===== src/rtl/ram_dp_if.sv =====
// Bus bundle for the dual-port RAM: port A (CPU, reads every cycle),
// port B (loader/debug, request/strobe) and the ready flag.
interface ram_dp_if #(
  parameter int ADDRESS_WIDTH = 4,
  parameter int DATA_WIDTH    = 8
);
  logic                     ready;
  logic                     a_we;
  logic [ADDRESS_WIDTH-1:0] a_addr;
  logic [DATA_WIDTH-1:0]    a_din;
  logic [DATA_WIDTH-1:0]    a_dout;
  logic                     b_en;
  logic                     b_we;
  logic [ADDRESS_WIDTH-1:0] b_addr;
  logic [DATA_WIDTH-1:0]    b_din;
  logic [DATA_WIDTH-1:0]    b_dout;
  logic                     b_valid;

  // Requester side: drives addresses, data and enables.
  modport master (
    input  ready, a_dout, b_dout, b_valid,
    output a_we, a_addr, a_din, b_en, b_we, b_addr, b_din
  );

  // Memory side.
  modport slave (
    output ready, a_dout, b_dout, b_valid,
    input  a_we, a_addr, a_din, b_en, b_we, b_addr, b_din
  );
endinterface


===== src/rtl/ram_dp.sv =====
// Dual-port RAM with read-first ports, optional zero-fill after reset and
// a read latency of 1 or 2 cycles. Port A wins same-address write collisions.
module ram_dp #(
  parameter int ADDRESS_WIDTH  = 4,
  parameter int DATA_WIDTH     = 8,
  parameter int READ_LATENCY   = 1,   // 1 or 2; anything other than 2 builds as 1
  parameter bit CLEAR_ON_RESET = 1'b1
) (
  input logic     clk,
  input logic     rst_n,
  ram_dp_if.slave ram_io
);

  localparam int DEPTH = 2 ** ADDRESS_WIDTH;
  // Clear counter is one bit wider so reaching DEPTH ends the clear without wrap.
  localparam logic [ADDRESS_WIDTH:0] CLR_END = (ADDRESS_WIDTH + 1)'(DEPTH);

  typedef enum logic [1:0] {
    ST_RST   = 2'd0,
    ST_CLEAR = 2'd1,
    ST_RUN   = 2'd2
  } state_t;

  state_t                   state_q;
  logic [ADDRESS_WIDTH:0]   clr_cnt_q;
  logic [ADDRESS_WIDTH:0]   clr_cnt_d;
  logic                     ready_q;

  logic [DATA_WIDTH-1:0]    mem_q [DEPTH];

  logic                     clr_wr;
  logic                     a_wr;
  logic                     b_wr;
  logic                     b_rd;
  logic                     wa_en;
  logic [ADDRESS_WIDTH-1:0] wa_addr;
  logic [DATA_WIDTH-1:0]    wa_data;

  logic [DATA_WIDTH-1:0]    a_rd_q;
  logic [DATA_WIDTH-1:0]    b_rd_q;
  logic                     b_vld1_q;

  assign clr_cnt_d = clr_cnt_q + 1'b1;

  // The first edge after rst_n rises already clears address 0, so the clear
  // spans exactly DEPTH cycles from release. rst_n gates it so that clock
  // edges while reset is held never touch the array.
  assign clr_wr = CLEAR_ON_RESET && (state_q != ST_RUN) && rst_n;

  // Requests are only honoured once the block is ready.
  assign a_wr = ready_q && ram_io.a_we;
  assign b_wr = ready_q && ram_io.b_en && ram_io.b_we;
  assign b_rd = ready_q && ram_io.b_en && !ram_io.b_we;

  // The clear borrows port A's write path; the two never overlap.
  assign wa_en   = clr_wr || a_wr;
  assign wa_addr = clr_wr ? clr_cnt_q[ADDRESS_WIDTH-1:0] : ram_io.a_addr;
  assign wa_data = clr_wr ? '0 : ram_io.a_din;

  assign ram_io.ready = ready_q;

  // Control FSM: RST -> (CLEAR ->) RUN, with registered ready.
  always_ff @(posedge clk or negedge rst_n) begin
    if (!rst_n) begin
      state_q   <= ST_RST;
      clr_cnt_q <= '0;
      ready_q   <= 1'b0;
    end else begin
      unique case (state_q)
        ST_RST, ST_CLEAR: begin
          if (CLEAR_ON_RESET) begin
            clr_cnt_q <= clr_cnt_d;
            if (clr_cnt_d == CLR_END) begin
              state_q <= ST_RUN;
              ready_q <= 1'b1;
            end else begin
              state_q <= ST_CLEAR;
            end
          end else begin
            state_q <= ST_RUN;
            ready_q <= 1'b1;
          end
        end
        ST_RUN: begin
          state_q <= ST_RUN;
          ready_q <= 1'b1;
        end
        default: begin
          state_q <= ST_RST;
          ready_q <= 1'b0;
        end
      endcase
    end
  end

  // Array writes. Port A is applied after port B so A's data lands on a
  // same-address collision; B's data is silently dropped.
  always_ff @(posedge clk) begin
    if (b_wr) begin
      mem_q[ram_io.b_addr] <= b_din_w();
    end
    if (wa_en) begin
      mem_q[wa_addr] <= wa_data;
    end
  end

  function automatic logic [DATA_WIDTH-1:0] b_din_w();
    return ram_io.b_din;
  endfunction

  // First read stage: registered, read-first array read on both ports.
  always_ff @(posedge clk or negedge rst_n) begin
    if (!rst_n) begin
      a_rd_q   <= '0;
      b_rd_q   <= '0;
      b_vld1_q <= 1'b0;
    end else begin
      a_rd_q   <= ready_q ? mem_q[ram_io.a_addr] : '0;
      b_vld1_q <= b_rd;
      if (b_rd) begin
        b_rd_q <= mem_q[ram_io.b_addr];
      end
    end
  end

  if (READ_LATENCY == 2) begin : g_lat2
    logic [DATA_WIDTH-1:0] a_out_q;
    logic [DATA_WIDTH-1:0] b_out_q;
    logic                  b_vld2_q;

    // Second read stage: output register after the array register.
    always_ff @(posedge clk or negedge rst_n) begin
      if (!rst_n) begin
        a_out_q  <= '0;
        b_out_q  <= '0;
        b_vld2_q <= 1'b0;
      end else begin
        a_out_q  <= a_rd_q;
        b_vld2_q <= b_vld1_q;
        if (b_vld1_q) begin
          b_out_q <= b_rd_q;
        end
      end
    end

    assign ram_io.a_dout  = a_out_q;
    assign ram_io.b_dout  = b_out_q;
    assign ram_io.b_valid = b_vld2_q;
  end else begin : g_lat1
    assign ram_io.a_dout  = a_rd_q;
    assign ram_io.b_dout  = b_rd_q;
    assign ram_io.b_valid = b_vld1_q;
  end

endmodule


===== src/flat_wrapper.sv =====
// flat-port wrapper written by rule: the top's interface ports become plain ports
module ram_dp_flat 
#(
  parameter int ADDRESS_WIDTH  = 4,
  parameter int DATA_WIDTH     = 8,
  parameter int READ_LATENCY   = 1,                                               
  parameter bit CLEAR_ON_RESET = 1'b1
)
  (clk, rst_n, ram_io_ready, ram_io_a_dout, ram_io_b_dout, ram_io_b_valid, ram_io_a_we, ram_io_a_addr, ram_io_a_din, ram_io_b_en, ram_io_b_we, ram_io_b_addr, ram_io_b_din);
  ram_dp_if #(.ADDRESS_WIDTH(ADDRESS_WIDTH), .DATA_WIDTH(DATA_WIDTH)) ram_io_i ();
  input logic clk;
  input logic rst_n;
  output wire logic [$bits(ram_io_i.ready)-1:0] ram_io_ready;
  output wire logic [$bits(ram_io_i.a_dout)-1:0] ram_io_a_dout;
  output wire logic [$bits(ram_io_i.b_dout)-1:0] ram_io_b_dout;
  output wire logic [$bits(ram_io_i.b_valid)-1:0] ram_io_b_valid;
  input wire logic [$bits(ram_io_i.a_we)-1:0] ram_io_a_we;
  input wire logic [$bits(ram_io_i.a_addr)-1:0] ram_io_a_addr;
  input wire logic [$bits(ram_io_i.a_din)-1:0] ram_io_a_din;
  input wire logic [$bits(ram_io_i.b_en)-1:0] ram_io_b_en;
  input wire logic [$bits(ram_io_i.b_we)-1:0] ram_io_b_we;
  input wire logic [$bits(ram_io_i.b_addr)-1:0] ram_io_b_addr;
  input wire logic [$bits(ram_io_i.b_din)-1:0] ram_io_b_din;
  assign ram_io_ready = ram_io_i.ready;
  assign ram_io_a_dout = ram_io_i.a_dout;
  assign ram_io_b_dout = ram_io_i.b_dout;
  assign ram_io_b_valid = ram_io_i.b_valid;
  assign ram_io_i.a_we = ram_io_a_we;
  assign ram_io_i.a_addr = ram_io_a_addr;
  assign ram_io_i.a_din = ram_io_a_din;
  assign ram_io_i.b_en = ram_io_b_en;
  assign ram_io_i.b_we = ram_io_b_we;
  assign ram_io_i.b_addr = ram_io_b_addr;
  assign ram_io_i.b_din = ram_io_b_din;
  ram_dp #(.ADDRESS_WIDTH(ADDRESS_WIDTH), .DATA_WIDTH(DATA_WIDTH), .READ_LATENCY(READ_LATENCY), .CLEAR_ON_RESET(CLEAR_ON_RESET)) u_core (.clk(clk), .rst_n(rst_n), .ram_io(ram_io_i));
endmodule

===== config.mk =====
export PLATFORM = sky130hd
export DESIGN_NAME = ram_dp_flat
export DESIGN_NICKNAME = d
export VERILOG_FILES = /design/src/rtl/ram_dp_if.sv /design/src/rtl/ram_dp.sv /design/src/flat_wrapper.sv
export SDC_FILE = /design/constraint.sdc
export NUM_CORES = 1
export LEC_CHECK = 0
export ABC_AREA = 0
export CAP_MARGIN = 20
export CORE_MARGIN = 2
export CORE_UTILIZATION = 56
export DETAILED_ROUTE_END_ITERATION = 16
export PLACE_DENSITY = 0.82
export SKIP_CTS_REPAIR_TIMING = 1
export SLEW_MARGIN = 25
export SYNTH_ARGS = -nofsm -noshare
export SYNTH_HDL_FRONTEND = slang
export SYNTH_SLANG_ARGS = --single-unit

===== constraint.sdc =====
create_clock -name clk -period 3.25 [get_ports clk]
set_input_delay 0.4875 -clock clk [delete_from_list [all_inputs] [get_ports clk]]
set_output_delay 0.4875 -clock clk [all_outputs]
set_load 0.01 [all_outputs]

==> results.txt <==
The synthesized design contains 153 register bits. The number of antenna violations at the first check in global routing was 0. The register area came out at 0.00447 mm^2. After filler insertion, the fill cell instance count of the layout stands at 1,124. The via count normalized by instance count came out at 6.89. The transition at the pin with the smallest max-transition slack came out at 1050 ps. At the end of routability-driven placement, the weighted congestion stood at 0.962. Entering global routing, the biggest net connects 42 pins. The startpoint type of the worst setup path is a primary input. Data on the critical path arrives at its endpoint at 3090 ps.

The async set-reset flop share out of synthesis is 0.163. The worst clock skew is 9.23 ps. The number of remaining DRC errors is 0. Across all setup checks in the final design, the least slack found is 310 ps.

The netlist uses 42 different library cells. Summing all multi-input logic gate instances after layout gives 0.00423 mm^2. For met3 alone, demand over resource in global routing was 0.0931. The total inserted antenna cells is 0.

The share of the cycle needed by the critical path after routing is 0.905. The global-route met1 utilization is 0.428. The total power of the final layout is 4840 uW. In the final layout, the share of cells above drive strength 1 is 0.387. Summing all non-filler instances in the final layout gives an area of 0.0104 mm^2. The detailed router finished its first iteration with 856 violations. The area of placed instances came out at 0.00977 mm^2.

The maximum net fanout on the critical path came out at 13. The required time reported for the critical path endpoint came out at 3400 ps. The wire length of the first global-routing pass is 39.9 mm. The count of final max-slew check failures is 0. The number of enable flip-flop cells after synthesis came out at 128. The max-capacitance violation count is 0. The tree is rooted in a sky130_fd_sc_hd__clkbuf_16.

The number of rows in the core area came out at 46. The number of buffers on the longest clock path is 2. The growth of design area from synthesis to finish is 16.1%. The clock-pin slew on the worst setup and hold paths is 60 ps. The initial standard-cell utilization of the core came out at 0.568.

The count of placed standard cells in the final layout, fillers left out is 940. The final antenna-violating net count came out at 0. Once placement completed, the tool counted placed cells totaling 908. The number of H-tree branching levels came out at 4. The post-placement worst setup slack came out at -40.6 ps. The die covers 0.0170 mm^2.

The HPWL reported at the end of detailed placement is 18.6 mm. The global routing usage summed across all routing layers came out at 0.328. After floorplanning, the core was sized to cover 0.0157 mm^2. From bottom edge to top edge, the die measures 130 um. The length of the first detailed-routing pass in iterations came out at 6. The maximum resistive drop on vdd is 0.436 mV. The flow ran to the end, and the final reports show no timing, DRC or antenna violations. The number of nets in the layout came out at 742. The via count of the first global-routing pass is 6,433. The average detailed-routed wire length per instance came out at 28.2 um. The sequential area share after synthesis came out at 0.500. The met2 demand-to-capacity share in global routing is 0.525. The count of yosys warnings during synthesis came out at 0. For this run, the top clock speed supported by timing is 340 MHz. The post-route core utilization is 0.660.

The total nets after synthesis came out at 684. A synthesized cell averages 13.7 um^2. The power density of the placed cells came out at 467 mW/mm^2. The worst setup path is captured at a flip-flop.

The sum of routed wire length over all layers is 26.5 mm. The reported leakage power is 0.00369 uW. The count of vias placed by the detailed router is 6,479. The layer flagged by global routing as most heavily used is met2.

Setup repair after global routing left no endpoint under its margin. The post-synthesis cell count came out at 653. TritonCTS built the clock tree. The smallest clock period supported by the final layout is computed as 2940 ps. The number of clock sinks is 153. The final count of negative-setup-slack endpoints came out at 0.

Summing every instance area after synthesis gives 0.00893 mm^2. The remaining global-route overflow came out at 0. The number of clock buffers added by TritonCTS is 17. The top-level I/O count came out at 47. The clock latency on the worst-skew pair is 430 ps. Among all flip-flop cells after synthesis, the most frequent one is sky130_fd_sc_hd__edfxtp_1. The number of port buffers is 46. The worst setup path is of the primary input to flip-flop kind. The horizontal die dimension came out at 130 um. The number of endpoints with negative hold slack in the final report is 0.

The tightest min-delay check is of the flip-flop to flip-flop type. The remaining max-slew budget at the tightest pin is 0.298.
-- synth_stat cells, types with 2 or more instances --
cell                       instances  area, um^2
sky130_fd_sc_hd__xnor2_1           4        35.0
sky130_fd_sc_hd__inv_1             2        7.51
sky130_fd_sc_hd__o22ai_1          20         125
sky130_fd_sc_hd__clkbuf_1         38         143
sky130_fd_sc_hd__nand4_2          12         150
sky130_fd_sc_hd__and2_0            8        50.1
sky130_fd_sc_hd__nand2_1           8        30.0
sky130_fd_sc_hd__nand3b_1          5        37.5
sky130_fd_sc_hd__nor3_1           13        65.1
sky130_fd_sc_hd__ha_1              2        25.0
sky130_fd_sc_hd__buf_4             3        22.5
sky130_fd_sc_hd__mux4_2           26         586
sky130_fd_sc_hd__buf_2             8        40.0
sky130_fd_sc_hd__nand3_1           4        20.0
sky130_fd_sc_hd__nor4_4            4        85.1
sky130_fd_sc_hd__buf_1             4        15.0
sky130_fd_sc_hd__a21oi_1          23         115
sky130_fd_sc_hd__o32ai_1           4        35.0
sky130_fd_sc_hd__mux2i_1          49         490
sky130_fd_sc_hd__a211oi_1         20         150
sky130_fd_sc_hd__xor2_1            2        17.5
sky130_fd_sc_hd__o21bai_1          4        30.0
sky130_fd_sc_hd__nand2b_1          2        12.5
sky130_fd_sc_hd__nor2b_1          13        81.3
sky130_fd_sc_hd__edfxtp_1        128        3840
sky130_fd_sc_hd__dfrtp_1          25         626
sky130_fd_sc_hd__nor2_1           17        63.8
sky130_fd_sc_hd__or3_1             2        12.5
sky130_fd_sc_hd__mux2i_2           3        41.3
sky130_fd_sc_hd__mux2_2          152        1710
sky130_fd_sc_hd__o21ai_0          37         185
-- layer usage --
| layer | vias to the layer above | part of all wire |
|---|---|---|
| met5 | - | 0 |
| met2 | 483 | 0.47 |
| li1 | 2698 | - |
| met3 | 92 | 0.11 |
| met4 | 0 | 0.034 |
| met1 | 3206 | 0.38 |
-- through the flow --
step	hold WS, ps	setup TNS, ps
finish	503	0
detailed placement	489	-243
floorplan	192	0
global route	526	0
global placement	474	0
CTS	501	0
-- final cells by class --
cell class                 instances  area share
inverter                           4     0.00145
clock buffer                      27      0.0548
sequential                       153       0.431
multi-input combinational        443       0.408
clock inverter                     5     0.00278
tap                              216      0.0261
timing repair buffer              92      0.0758
-- power by group --
group,internal (uW),switching (uW)
logic,290,350
clock network,1200,776
registers,2190,29.7
-- registers in the layout, summed over array words and instances (netlist names) --
register and flops:
u_core.clr_cnt_q 5, u_core.mem_q 128, u_core.ram_io.a_dout 8, u_core.ram_io.b_dout 8, u_core.ram_io.b_valid 1, u_core.ram_io.ready 1, u_core.state_q 2
-- cell families (layout without fill, tap and decap cells) --
kind of cell | count (synthesis) | in the layout | synth area share
fa+ha+maj | 2 | 2 | 0.00280
buf+inv | 57 | 128 | 0.0263
mux | 230 | 230 | 0.317
compound gates | 112 | 112 | 0.0759
xor+xnor | 6 | 6 | 0.00588
simple gates | 93 | 93 | 0.0719
flops | 153 | 153 | 0.500
-- path summary, 6_finish.rpt --
check / from / endpoint / slack, ps / cells after the start
worst max-delay path: ram_io_b_addr[0] / u_core.mem_q[1][7]$_DFFE_PP_ / 310 / 4
worst min-delay path: u_core.clr_cnt_q[4]$_DFFE_PN0N_ / u_core.clr_cnt_q[4]$_DFFE_PN0N_ / 500 / 1
worst max register to register: u_core.state_q[1]$_DFF_PN0_ / u_core.mem_q[4][1]$_DFFE_PP_ / 340 / 5
worst min register to register: u_core.clr_cnt_q[4]$_DFFE_PN0N_ / u_core.clr_cnt_q[4]$_DFFE_PN0N_ / 500 / 1
max in group asynchronous: rst_n / u_core.ram_io.a_dout[4]$_DFF_PN0_ / 2480 / 2
min in group asynchronous: rst_n / u_core.ram_io.ready$_DFFE_PN0P_ / 530 / 2
-- cells in the final DEF (no fill, tap or decap), types with 13 or more instances in the layout --
| cell type | count |
|---|---|
| sky130_fd_sc_hd__mux2_2 | 152 |
| sky130_fd_sc_hd__edfxtp_1 | 128 |
| sky130_fd_sc_hd__mux2i_1 | 49 |
| sky130_fd_sc_hd__buf_4 | 46 |
| sky130_fd_sc_hd__clkdlybuf4s50_1 | 42 |
| sky130_fd_sc_hd__o21ai_0 | 37 |
| sky130_fd_sc_hd__mux4_2 | 26 |
| sky130_fd_sc_hd__dfrtp_1 | 25 |
| sky130_fd_sc_hd__a21oi_1 | 23 |
| sky130_fd_sc_hd__clkbuf_16 | 21 |
| sky130_fd_sc_hd__a211oi_1 | 20 |
| sky130_fd_sc_hd__o22ai_1 | 20 |
| sky130_fd_sc_hd__nor2_1 | 16 |
| sky130_fd_sc_hd__nor2b_1 | 13 |
| sky130_fd_sc_hd__nor3_1 | 13 |
-- critical path, cell delays in order --
cell                              delay [ps]
sky130_fd_sc_hd__clkdlybuf4s50_1         920
sky130_fd_sc_hd__nand2b_1                460
sky130_fd_sc_hd__o21ai_0                 940
sky130_fd_sc_hd__buf_4                   280
Power figures use the tool's default switching activity.
